$ cat src/rtl/pid_terms_pkg.sv
// Shared types and constants for the PID error-term producer.
package pid_terms_pkg;

    localparam int ERR_W_DEF   = 10;
    localparam int INTEG_W_DEF = 18;
    localparam int D_DEPTH_DEF = 4;

    typedef enum logic {
        FILL = 1'b0,
        RUN  = 1'b1
    } state_t;

    localparam logic [INTEG_W_DEF-1:0] INTEG_MAX =
        {1'b0, {(INTEG_W_DEF-1){1'b1}}};
    localparam logic [INTEG_W_DEF-1:0] INTEG_MIN =
        {1'b1, {(INTEG_W_DEF-1){1'b0}}};

endpackage

$ cat src/rtl/err_delay_q.sv
// Error sample delay line: oldest-entry tap plus a flag that marks
// the shift completing the initial fill.
module err_delay_q
    import pid_terms_pkg::*;
#(
    parameter int ERR_W   = ERR_W_DEF,
    parameter int D_DEPTH = D_DEPTH_DEF
) (
    input  logic                    clk,
    input  logic                    rst_n,
    input  logic                    shift,
    input  logic signed [ERR_W-1:0] din,
    output logic signed [ERR_W-1:0] oldest,
    output logic                    fill_done
);

    localparam int CNT_W = $clog2(D_DEPTH + 1);
    localparam logic [CNT_W-1:0] CNT_FULL = CNT_W'(D_DEPTH);
    localparam logic [CNT_W-1:0] CNT_LAST = CNT_W'(D_DEPTH - 1);

    logic signed [ERR_W-1:0] q [D_DEPTH];
    logic [CNT_W-1:0]        cnt;

    always_ff @(posedge clk or negedge rst_n) begin
        if (!rst_n) begin
            for (int i = 0; i < D_DEPTH; i++) begin
                q[i] <= '0;
            end
            cnt <= '0;
        end else if (shift) begin
            q[0] <= din;
            for (int i = 1; i < D_DEPTH; i++) begin
                q[i] <= q[i-1];
            end
            if (cnt != CNT_FULL) begin
                cnt <= cnt + 1'b1;
            end
        end
    end

    assign oldest    = q[D_DEPTH-1];
    // High only on the shift that brings the queue to D_DEPTH samples
    assign fill_done = shift && (cnt == CNT_LAST);

endmodule

$ cat src/rtl/pid_err_terms.sv
// Integral and derivative raw terms from saturated error samples.
// Define PID_TERMS_INTEG_SAT_EN to saturate the integrator on overflow.
module pid_err_terms
    import pid_terms_pkg::*;
#(
    parameter int ERR_W   = ERR_W_DEF,
    parameter int INTEG_W = INTEG_W_DEF,
    parameter int D_DEPTH = D_DEPTH_DEF
) (
    input  logic                      clk,
    input  logic                      rst_n,
    input  logic                      err_vld,
    input  logic signed [ERR_W-1:0]   err_sat,
    input  logic                      moving,
    input  logic                      clr_integ,
    output logic signed [INTEG_W-1:0] integ,
    output logic signed [ERR_W:0]     d_diff,
    output logic                      terms_vld,
    output logic                      warm
);

`ifdef PID_TERMS_INTEG_SAT_EN
    localparam logic [INTEG_W-1:0] SAT_MAX = {1'b0, {(INTEG_W-1){1'b1}}};
    localparam logic [INTEG_W-1:0] SAT_MIN = {1'b1, {(INTEG_W-1){1'b0}}};
`endif

    state_t state;
    state_t state_nxt;

    logic signed [ERR_W-1:0]   oldest;
    logic                      fill_done;
    logic signed [INTEG_W-1:0] err_ext;
    logic signed [INTEG_W-1:0] sum;
    logic signed [INTEG_W-1:0] integ_nxt;
    logic signed [ERR_W:0]     diff;
    logic signed [ERR_W:0]     d_nxt;
    logic                      ovf;

    err_delay_q #(
        .ERR_W   (ERR_W),
        .D_DEPTH (D_DEPTH)
    ) u_dq (
        .clk       (clk),
        .rst_n     (rst_n),
        .shift     (err_vld),
        .din       (err_sat),
        .oldest    (oldest),
        .fill_done (fill_done)
    );

    assign err_ext = {{(INTEG_W-ERR_W){err_sat[ERR_W-1]}}, err_sat};
    assign sum     = integ + err_ext;
    // Same-sign operands with a flipped result sign means wrap-around
    assign ovf     = (integ[INTEG_W-1] == err_ext[INTEG_W-1]) &&
                     (sum[INTEG_W-1] != integ[INTEG_W-1]);
    assign diff    = {err_sat[ERR_W-1], err_sat} -
                     {oldest[ERR_W-1], oldest};

    always_comb begin
        integ_nxt = integ;
        if (clr_integ) begin
            integ_nxt = '0;
        end else if (err_vld && moving) begin
            if (!ovf) begin
                integ_nxt = sum;
            end
`ifdef PID_TERMS_INTEG_SAT_EN
            else begin
                integ_nxt = err_ext[INTEG_W-1] ? SAT_MIN : SAT_MAX;
            end
`endif
        end
    end

    always_comb begin
        state_nxt = state;
        d_nxt     = d_diff;
        unique case (state)
            FILL: begin
                if (err_vld) begin
                    d_nxt = '0;
                end
                if (fill_done) begin
                    state_nxt = RUN;
                end
            end
            RUN: begin
                if (err_vld) begin
                    d_nxt = diff;
                end
            end
            default: state_nxt = FILL;
        endcase
    end

    always_ff @(posedge clk or negedge rst_n) begin
        if (!rst_n) begin
            state     <= FILL;
            integ     <= '0;
            d_diff    <= '0;
            terms_vld <= 1'b0;
        end else begin
            state     <= state_nxt;
            integ     <= integ_nxt;
            d_diff    <= d_nxt;
            terms_vld <= err_vld;
        end
    end

    assign warm = (state == RUN);

endmodule
$ cat config.mk
export PLATFORM = sky130hd
export DESIGN_NAME = pid_err_terms
export DESIGN_NICKNAME = d
export VERILOG_FILES = /design/src/rtl/pid_terms_pkg.sv /design/src/rtl/err_delay_q.sv /design/src/rtl/pid_err_terms.sv
export SDC_FILE = /design/constraint.sdc
export NUM_CORES = 1
export LEC_CHECK = 0
export ABC_AREA = 1
export CORE_MARGIN = 2
export CORE_UTILIZATION = 51
export DETAILED_ROUTE_END_ITERATION = 10
export GPL_ROUTABILITY_DRIVEN = 0
export PLACE_DENSITY = 0.72
export SLEW_MARGIN = 20
export SYNTH_ARGS = -nofsm -noshare
export SYNTH_HDL_FRONTEND = slang
export SYNTH_SLANG_ARGS = --single-unit
export TNS_END_PERCENT = 10
$ cat constraint.sdc
create_clock -name clk -period 1.9 [get_ports clk]
set_input_delay 0.19 -clock clk [delete_from_list [all_inputs] [get_ports clk]]
set_output_delay 0.19 -clock clk [all_outputs]
set_load 0.02 [all_outputs]
=== Word-level counts from Yosys, hierarchy flattened ===
Cells that the tools add are included.

* Add/subtract/negate cells: 3
* $mul: 0
* Div/mod/pow operators: 0
* $lt $le $gt $ge: 0
* Eq/ne operators: 7
* Shift-type cells: 0
* Mux-type cells: 8
* Bitwise gates (word level): 1
* Reduce and logical (&&, ||, !) cells: 7

{| class="wikitable"
|+ Operators with widths
! kind !! number
|-
| $mux W18 || 3
|-
| $mux W11 || 2
|-
| $pmux W11 S2 || 1
|-
| $add A18 B10 Y18 || 1
|-
| $sub A10 B10 Y11 || 1
|-
| $ne A2 B2 Y1 const B || 3
|-
| $reduce_and A2 Y1 || 3
|-
| $add A3 B1 Y3 const B || 1
|-
| $eq A3 B2 Y1 const B || 1
|-
| $logic_and A1 B1 Y1 || 3
|-
| $ne A3 B3 Y1 const B || 1
|-
| $mux W1 || 2
|-
| $reduce_bool A2 Y1 || 1
|-
| $eq A1 B1 Y1 || 1
|-
| $ne A1 B1 Y1 || 1
|-
| $not A1 Y1 || 1
|}

* Register bits after elaboration: 74
* Latch bits: 0
* Bits in writable memories: 0
* Bits in read-only memories: 0
* Output and inout bits: 31
* Logic and storage cells: 35
* Memories kept: 0

=== Longest topological paths before layout ===
* Depth after elaboration: 6
* Gate-level depth with buffers: 15
* Gate-level depth less buffers: 14

=== Cells and area by module ===
From an unflattened synthesis, not the netlist that was laid out.

* Cell total of the unflattened synthesis: 584
* Area, all modules: 4,625.7 sq um

{| class="wikitable"
|+ Modules (own cells, without submodules)
! module !! instances !! cells each !! area each (sq um) !! sequential area each (sq um)
|-
| pid_err_terms || 1 || 400 || 2,874.0 || 775.7
|-
| err_delay_q || 1 || 184 || 1,751.7 || 1,076.0
|}

=== Worst setup path after synthesis ===
OpenSTA, ideal clock, no wires.

* Kind: register to register
* Start point: register integ[0]
* End point: register integ[10]
* Setup time: 0.119 ns
* Arrival time: 2.013 ns
* Data required time: 1.781 ns
* Path slack: -0.232 ns
* Stages on the path, launching flop included: 14
* Cell sequence: dfrtp_1 > ha_1 > inv_1 > fa_1 > o21ai_0 > nand3_1 > nand2_1 > nand2_1 > nand2_1 > nand2_1 > nand2_1 > nor2_1 > nand2_1 > nand2_1

* Word-level cells in the longest chain between the ends: 5
* Elaborated cells on any way between the ends: 8
* Those cells by class: 1 x add/sub; 2 x eq/ne; 3 x mux; 2 x reduce/logical

{| class="wikitable"
|+ RTL lines
! item !! RTL line !! RTL
|-
| start, declared || pid_err_terms.sv:16 || <nowiki>output logic signed [INTEG_W-1:0] integ,</nowiki>
|-
| start signal, assigned || pid_err_terms.sv:104 || <nowiki>integ <= integ_nxt;</nowiki>
|-
| $add A18 B10 Y18 (*) || pid_err_terms.sv:52 || <nowiki>assign sum = integ + err_ext;</nowiki>
|-
| $ne A1 B1 Y1 || pid_err_terms.sv:55 || <nowiki>(sum[INTEG_W-1] != integ[INTEG_W-1]);</nowiki>
|-
| $logic_and A1 B1 Y1 || pid_err_terms.sv:54 || <nowiki>assign ovf = (integ[INTEG_W-1] == err_ext[INTEG_W-1]) &&</nowiki>
|-
| $ne A2 B2 Y1 (no line) || n/a ||
|-
| $reduce_and A2 Y1 (no line) || n/a ||
|}

Every way passes the cells marked *; elsewhere a longest branch is shown, timed or not. The select of a mux whose other input is x is not followed.
A chain may end at the register's enable or synchronous reset.

=== Worst setup path after layout ===
* Start point: register integ[2]
* End point: register integ[15]

Same word-level chain as after synthesis.

==> flow_summary_export.csv <==
group,metric,value,unit
clock_tree,cts_tree,"done",
timing,setup_viol,18,
global_route,grt_max_degree,50,
flow_run,drv_cap,0,
timing,tightest_slew,446,ps
finish,layout.nets,756,
die,fp.coreArea,0.00822,mm²
synthesis,yosysSeqAreaShare,0.430,
timing,slew_violations,0,
power_and_ir_drop,vdd_drop_max,0.000578,V
timing,post-route-min-period,2050,ps
timing,finalCritPeriodShare,1.08,
synthesis,netlist_area,0.00430,mm²
placed_design,dp.cells,777,
synthesis,async_flop_share,1.00,
synthesis,synth_area_leaders,"dfrtp_1, nand2_1, ha_1",
placed_design,dp.final_hpwl,8140,µm
die,fp-row-count,33,
critical_path,cp-end-kind,"flop",
die,start_util,0.524,
run_status,violations,"negative setup slack",
global_route,grt_pass1_vias,4152,
finish,syn2layout_area_growth,47.7,%
finish,diodes,0,
clock_tree,clkLatencyLatePin,360,ps
finish,final_cells,818,
clock_tree,htree_levels,3,
clock_tree,cts_root_buffer,"clkbuf_8",
global_route,grt_antenna_before_repair,0,
detailed_routing,drtPass1Iterations,5,
timing,fin_ws,-151,ps
critical_path,cp.required,2160,ps
synthesis,synth_seq_cells,74,
synthesis,synth_area_per_cell,7.73,µm²
timing,fin_skew,11.8,ps
global_route,grt_pass1_wl,20000,µm
detailed_routing,first_iter_violations,311,
die,io_pins,46,
clock_tree,cts_sinks,74,
synthesis,yosysWarnings,0,
die,dieArea,0.00919,mm²
synthesis,synth_cells,557,
die,dieWidth,95.9,µm
timing,grt_setup_unrepaired,"true",
finish,fin_util,0.774,
detailed_routing,vias,4407,
detailed_routing,ant_nets,0,
critical_path,crit_type,"reg2reg",
die,die-height,95.9,µm
synthesis,synth_edf_count,0,
critical_path,arrival,2310,ps
synthesis,yosys.area.top_type,"dfrtp_1",
power_and_ir_drop,total_power,7190,µW
power_and_ir_drop,p_leak,0.00317,µW
detailed_routing,drcViolationCount,0,
clock_tree,cts_buffer_depth,2,
critical_path,crit_path_start_kind,"flop",
global_route,gr-total-overflow,0,
detailed_routing,viasPerCell,5.39,
placed_design,io_buffers,45,
synthesis,yosys_most_used_dff,"dfrtp_1",
run_status,status,"complete, but fails checks",
global_route,grt_use_total,0.287,
clock_tree,clk_pin_slew,90,ps
timing,slew_headroom,0.703,
worst_hold_path,hp-class,"in2reg",
synthesis,synth.most_common_cell,"nand2_1",
timing,max_freq,0.487,GHz
synthesis,synth_top_area_share,0.430,
timing,hold_violations,0,
clock_tree,cts_buffers,9,
synthesis,syn_nets,604,
synthesis,synth_commonest_cells,"nand2_1, dfrtp_1, o21ai_0, inv_1, nor2_1",
detailed_routing,avgRoutedWirePerCell,15.9,µm
detailed_routing,drt_wl_total,13000,µm
synthesis,yosysUniqueCellTypes,31,
finish,drive_gt1_frac,0.281,
power_and_ir_drop,cellPowerDensity,1130,mW/mm²
timing,tns,-2080,ps
critical_path,path_max_fanout,6,
sequential cells by signal, indices dropped and copies added (netlist names):
register,count
d_diff,11
integ,18
terms_vld,1
u_dq.cnt,3
u_dq.oldest,10
u_dq.q,30
warm,1
cell type report:
type / count / area [µm²]
Timing Repair Buffer: 156 / 1380
Inverter: 54 / 203
Tap cell: 105 / 131
Clock buffer: 9 / 124
Multi-Input combinational cell: 414 / 2550
Fill cell: 549 / 1860
Clock inverter: 6 / 116
Sequential cell: 74 / 1860
metal layers:
layer | vias to the layer above | part of all wire | GRT usage
li1 | 2113 | - | -
met3 | 44 | 0.062 | 0.0486
met4 | 0 | 0.037 | 0.133
met1 | 2065 | 0.44 | 0.396
met5 | - | 0 | 0
met2 | 185 | 0.46 | 0.442
metrics by stage:
stage	instance area [µm²]	setup WS [ps]	hold WS [ps]
2_1_floorplan	4440	-3.71	-106
3_3_place_gp	5590	-507	161
3_5_place_dp	5590	-569	171
4_1_cts	6140	-47.7	329
5_1_grt	6360	-249	341
6_report	6360	-151	298
repair_timing:
item                                    CTS  global route
buffers inserted                         14             9
resized for setup                        39            39
pin swaps                                22            20
hold buffers                              1             0
endpoints found under the setup margin   17            24
cloned                                    2             0
endpoints found under the hold margin    31             0
power breakdown:
group          internal [µW]  total (µW)  switching [µW]
combinational           1760        3600            1840
clock                    872        1510             639
sequential              1880        2080             207
cell families (layout without fill, tap and decap cells):
group / Yosys count / in the layout / share of synthesized area
DFF: 74 / 74 / 0.430
buffers and inverters: 70 / 225 / 0.0710
and+or+nand+nor: 284 / 285 / 0.278
AOI/OAI and AO/OA: 88 / 88 / 0.106
adders and majority gates: 32 / 32 / 0.0965
xor gates and xnor gates: 9 / 9 / 0.0183
cell usage in the layout, fill, tap and decap left out, types with 2 or more instances in the layout:
master / instances
a21o_1: 2
a21oi_1: 17
a21oi_2: 10
buf_12: 4
buf_4: 102
buf_6: 2
buf_8: 2
bufinv_16: 3
clkbuf_8: 9
clkdlybuf4s50_1: 40
clkinv_4: 3
dfrtp_1: 71
dfrtp_2: 3
dlygate4sd2_1: 3
fa_2: 2
ha_1: 15
ha_4: 14
inv_1: 51
inv_2: 2
nand2_1: 168
nand2_2: 21
nand2_4: 7
nand3_1: 13
nand3_2: 4
nand3_4: 2
nand3b_1: 2
nand4_1: 20
nor2_1: 40
nor2_2: 2
nor2_4: 2
nor4_1: 2
o21ai_0: 49
o21ai_1: 4
xnor2_1: 8
worst max-delay path, stage by stage (launching register included):
cell	delay, ps
dfrtp_1	430
ha_4	320
nand2_1	80
nor2_2	110
nand3_1	100
nand3_2	130
nand2_2	80
nand2_2	100
nand2_4	80
nand2_8	120
buf_12	110
nand3_4	120
nand2_1	100
nand2_1	50
worst paths after layout:
check | from | end | slack (ps) | cells after the start
min in group asynchronous | rst_n | u_dq.cnt[0] | 310 | 2
setup reg to reg | integ[2] | integ[15] | -150 | 13
hold / removal | err_sat[0] | u_dq.q[30] | 300 | 4
hold reg to reg | u_dq.q[38] | u_dq.q[38] | 480 | 2
max in group asynchronous | rst_n | integ[0] | 1000 | 3
setup / recovery | integ[2] | integ[15] | -150 | 13
(Power assumes the default switching activity.)
